### config.mk
export PLATFORM = sky130hd
export DESIGN_NAME = seg_disp_arb
export DESIGN_NICKNAME = d
export VERILOG_FILES = /design/src/rtl/seg_disp_arb.sv
export SDC_FILE = /design/constraint.sdc
export NUM_CORES = 1
export LEC_CHECK = 0
export CAP_MARGIN = 25
export CORE_MARGIN = 5
export CORE_UTILIZATION = 40
export CTS_CLUSTER_SIZE = 16
export DETAILED_ROUTE_END_ITERATION = 6
export SYNTH_ARGS = -nofsm -noshare
export SYNTH_HDL_FRONTEND = slang
export SYNTH_SLANG_ARGS = --single-unit
### constraint.sdc
create_clock -name clk -period 2.7 [get_ports clk]
set_clock_uncertainty 0.2 [all_clocks]
set_input_delay 0.405 -clock clk [delete_from_list [all_inputs] [get_ports clk]]
set_output_delay 0.405 -clock clk [all_outputs]
set_load 0.02 [all_outputs]
### src/rtl/seg_disp_arb.sv
// Six-digit display source arbiter: background digits with per-digit blink,
// preempted by a timed overlay that can be re-triggered or cancelled.
module seg_disp_arb #(
    parameter int unsigned HOLD_CYC   = 50_000_000,
    parameter int unsigned BLINK_CYC  = 12_500_000,
    parameter logic [3:0]  BLANK_CODE = 4'hF
) (
    input  logic        clk,
    input  logic        rst,
    input  logic [23:0] bg_data,
    input  logic        ov_req,
    input  logic [23:0] ov_data,
    input  logic        ov_cancel,
    input  logic [5:0]  blink_mask,
    output logic        ov_ack,
    output logic        ov_busy,
    output logic        src,
    output logic [3:0]  dis1,
    output logic [3:0]  dis2,
    output logic [3:0]  dis3,
    output logic [3:0]  dis4,
    output logic [3:0]  dis5,
    output logic [3:0]  dis6
);
    localparam int HW = ($clog2(HOLD_CYC)  < 1) ? 1 : $clog2(HOLD_CYC);
    localparam int BW = ($clog2(BLINK_CYC) < 1) ? 1 : $clog2(BLINK_CYC);
    localparam logic [HW-1:0] HOLD_LD  = HW'(HOLD_CYC - 1);
    localparam logic [BW-1:0] BLINK_TC = BW'(BLINK_CYC - 1);

    typedef enum logic {S_BG, S_OV} state_t;

    state_t          r_state;
    logic [HW-1:0]   r_hold;
    logic [BW-1:0]   r_blink_cnt;
    logic            r_blink_ph;
    logic [23:0]     r_ov_data;
    logic [5:0][3:0] r_dis;
    logic            r_ack;
    logic            r_busy;
    logic [5:0][3:0] w_bg_dis;

    // Background digits after blink blanking
    for (genvar i = 0; i < 6; i++) begin : g_blank
        assign w_bg_dis[i] = (r_blink_ph && blink_mask[i]) ? BLANK_CODE : bg_data[4*i +: 4];
    end

    always_ff @(posedge clk) begin
        if (rst) begin
            r_blink_cnt <= '0;
            r_blink_ph  <= 1'b0;
        end else if (r_blink_cnt == BLINK_TC) begin
            r_blink_cnt <= '0;
            r_blink_ph  <= ~r_blink_ph;
        end else begin
            r_blink_cnt <= r_blink_cnt + 1'b1;
        end
    end

    always_ff @(posedge clk) begin
        if (rst) begin
            r_state   <= S_BG;
            r_hold    <= '0;
            r_ov_data <= '0;
            r_ack     <= 1'b0;
            r_busy    <= 1'b0;
            r_dis     <= {6{BLANK_CODE}};
        end else if (ov_req) begin
            // Accept and re-trigger are the same action; the request beats cancel and expiry
            r_state   <= S_OV;
            r_hold    <= HOLD_LD;
            r_ov_data <= ov_data;
            r_ack     <= 1'b1;
            r_busy    <= 1'b1;
            r_dis     <= ov_data;
        end else begin
            r_ack <= 1'b0;
            case (r_state)
                S_OV: begin
                    if (ov_cancel || r_hold == '0) begin
                        r_state <= S_BG;
                        r_busy  <= 1'b0;
                        r_dis   <= w_bg_dis;
                    end else begin
                        r_hold <= r_hold - 1'b1;
                        r_dis  <= r_ov_data;
                    end
                end
                default: begin
                    r_state <= S_BG;
                    r_busy  <= 1'b0;
                    r_dis   <= w_bg_dis;
                end
            endcase
        end
    end

    assign ov_ack  = r_ack;
    assign ov_busy = r_busy;
    assign src     = r_busy;
    assign dis1    = r_dis[0];
    assign dis2    = r_dis[1];
    assign dis3    = r_dis[2];
    assign dis4    = r_dis[3];
    assign dis5    = r_dis[4];
    assign dis6    = r_dis[5];
endmodule

==> results of run 1 <==
[synthesized netlist by cell type, types with 3 or more instances]
| cell | instances |
|---|---|
| nand4_1 | 12 |
| mux2i_1 | 24 |
| or3_2 | 4 |
| clkbuf_1 | 28 |
| nor3_1 | 9 |
| buf_6 | 4 |
| and2_1 | 3 |
| nor4_2 | 3 |
| a2111oi_0 | 3 |
| nor2b_1 | 4 |
| xor2_1 | 21 |
| a31oi_1 | 3 |
| xnor2_1 | 15 |
| inv_1 | 5 |
| a211oi_1 | 27 |
| or3_1 | 6 |
| o211ai_1 | 3 |
| nor4_1 | 11 |
| or2_2 | 5 |
| or4_1 | 8 |
| a311oi_1 | 4 |
| nor2_1 | 87 |
| o21ai_0 | 4 |
| a21oi_1 | 44 |
| o31ai_1 | 27 |
| dfxtp_1 | 102 |
| nand2_1 | 11 |
| nand3_1 | 11 |
[registers in the layout, indices dropped and copies added (netlist names)]
name         count
r_hold          26
r_blink_ph       1
dis2             4
r_blink_cnt     24
dis3             4
ov_busy          1
dis6             4
dis4             4
r_state          1
r_ov_data       24
ov_ack           1
dis1             4
dis5             4
[cell families after synthesis]
logic type	count (synthesis)	synth area share
AO/OA/AOI/OAI	122	0.1811
XOR/XNOR	36	0.06852
flip-flops	102	0.4437
adder cells (fa/ha/maj)	2	0.005437
AND/OR/NAND/NOR	186	0.2061
buffers and inverters	43	0.04296
multiplexers	24	0.05220
[per-layer routing]
metal	share of wire	global-route usage	vias to the layer above
li1	-	-	2008
met1	0.46	0.2198	1861
met2	0.49	0.2775	58
met3	0.037	0.05039	11
met4	0.011	0.04358	0
met5	0	0	-
[worst paths after layout]
check                           slack [ps]              to  depth (start not counted)           start
worst max-delay path                   180         dis4[2]                          6      r_hold[19]
worst min-delay path                   240  r_blink_cnt[0]                          1  r_blink_cnt[0]
worst max register to register         180         dis4[2]                          6      r_hold[19]
worst min register to register         240  r_blink_cnt[0]                          1  r_blink_cnt[0]
[critical path, delay by kind of cell, from the launching register on]
family	cells	cell delay, ps
buffers and inverters	1	210
DFF	1	340
AOI/OAI and AO/OA	2	470
and+or+nand+nor	3	1180
[power by group through the flow]
stage | logic [W] | registers (W) | clock network [W]
2_1_floorplan | 0.000223 | 0.00169 | 0
3_3_place_gp | 0.000456 | 0.00166 | 0
3_5_place_dp | 0.000460 | 0.00166 | 0
4_1_cts | 0.000462 | 0.00163 | 0.00134
5_1_grt | 0.000505 | 0.00164 | 0.00141
6_report | 0.000460 | 0.00163 | 0.00130
[cell type report]
cell class | instances | area (sq um) | share of cell area
well taps | 143 | 178.9 | 0.03054
inverters | 6 | 22.52 | 0.003844
clock buffers | 12 | 246.5 | 0.04207
multi-input cells | 370 | 2375 | 0.4053
clock inverters | 3 | 43.79 | 0.007474
repair buffers | 98 | 950.9 | 0.1623
flip-flops and latches | 102 | 2042 | 0.3485
[metrics by stage]
step | std cells | setup WS, ps | cell area [sq um]
after floorplan | 515 | 378.3 | 4602
after global placement | 719 | 202.8 | 5560
after detailed placement | 719 | 138.5 | 5560
after CTS | 734 | 141.6 | 5851
after global routing | 734 | 19.15 | 5859
final | 734 | 182.4 | 5859
==> run summary, run 1 <==
Status -> complete, no violations
Slowest CP cell -> or4_4
Gr ovfl total -> 0
Clk Latency, worst-skew pair -> 350 ps
Pwr/cell area -> 577.9 mW/mm^2
Fmax -> 0.3972 GHz
Worst IR Drop VDD -> 0.4081 mV
CTS Sinks -> 102
Num ports -> 85
Htree depth -> 3
Part of the power in combinational logic -> 0.136
Port Buffers -> 84
Core area -> 0.01137 sq mm
Max-cap violation count -> 0
Antenna cells -> 0
Initial Util -> 0.4048
Antenna Nets Post-Route -> 0
First-pass GRT wire length -> 18.62 mm
CP startpoint kind -> flip-flop
Max stage delay on crit path -> 570 ps
Clk pwr share -> 0.383
#FFs+latches synth -> 102
EDFF count, synth -> 0
Period utilisation layout -> 0.9325
Syn Inst Count -> 515
Sequential fraction of the synthesis area -> 0.4437
Fin crit period -> 2518 ps
Area Overhead vs Synth -> 27.32%
Root buffer cell -> clkbuf_16
Net count after synthesis -> 575
Drt wl/cell -> 15.32 microns
Vias in the first global route -> 3794
Total CTS buffers -> 9
CTS tree -> built
Post-Route WL -> 11.25 mm
Synth Area per Inst -> 8.936 sq um
Cell variety after synth -> 47
Crit Path Max Fanout -> 35
Die area -> 0.01375 sq mm
Hpwl dp -> 7.922 mm
Pwr Total -> 0.003386 W
Die W -> 117.3 microns
Final count of pins violating max slew -> 0
GP Congestion -> 0.8232
Row cnt -> 39
Switching share of power -> 0.2464
Setup_tns -> 0 ps
YS warnings -> 0
Share of post-route cells with drive strength above 1 -> 0.08629
Die Ht -> 117.3 microns
Sw Pwr -> 0.0008343 W
Pint -> 0.002552 W
Reg power frac -> 0.481
Most common cell after layout, fill and taps aside -> dfxtp_1
Clk pin slew, worst setup/hold paths -> 70 ps
CP Cell Sequence -> or4_4, or3_1, o21ai_4, buf_12, nor2_1, o31ai_1
WP data arrival -> 2570 ps
Most frequent cells in the layout -> 102 x dfxtp_1, 87 x nor2_1, 82 x clkdlybuf4s50_1
Via density -> 5.365
WS Path Type -> reg -> reg
RSZ-0062 raised after global routing -> no
Leak -> 2.135 nW
Layout fillers -> 1072
Synth top area share -> 0.4437
Largest net degree at the start of global routing -> 41
Hold_buf cts -> 0
Syn Std Cell Area -> 0.004602 sq mm
Largest area contributor in the netlist -> dfxtp_1
Top_reg_cell synth -> dfxtp_1
First-pass DRT Iterations -> 4
Total Nets Final -> 647
Clock Path Buffers -> 2
Initial antenna violation count -> 0
Number of DRC markers in iteration 0 -> 186
Hold WS -> 236.8 ps
Slew Limit Headroom -> 0.6167
Final hold viol count -> 0
Synth top area cells -> dfxtp_1 44%, nor2_1 7.1%, mux2i_1 5.2%, a21oi_1 4.8%, a211oi_1 4.4%
CP required -> 2750 ps
Layout Utilization -> 0.5154
Post_cts resized -> 0
Setup violators final -> 0
Least-Margin Pin Slew -> 560.5 ps
CP Capture Type -> flip-flop
Routed via count -> 3938
Post-CTS setup buffer count -> 0
Hold Crit Class -> reg -> reg
Total track usage -> 0.1698
Post-route DRC -> 0
Post-synth ARST share -> 0
(Power assumes the default switching activity.)
==> run 2, diff against run 1 <==
--- a/config.mk
+++ b/config.mk
@@ -10,6 +10,7 @@
 export CORE_UTILIZATION = 40
 export CTS_CLUSTER_SIZE = 16
 export DETAILED_ROUTE_END_ITERATION = 6
+export SKIP_CTS_REPAIR_TIMING = 1
 export SYNTH_ARGS = -nofsm -noshare
 export SYNTH_HDL_FRONTEND = slang
 export SYNTH_SLANG_ARGS = --single-unit
==> results of run 2 <==
Same layout as run 1: the final DEF is identical, and so are final timing and power.
==> run 3, diff against run 2 <==
--- a/config.mk
+++ b/config.mk
@@ -14,3 +14,4 @@
 export SYNTH_ARGS = -nofsm -noshare
 export SYNTH_HDL_FRONTEND = slang
 export SYNTH_SLANG_ARGS = --single-unit
+export TNS_END_PERCENT = 100
==> results of run 3 <==
Same layout as run 1: the final DEF is identical, and so are final timing and power.
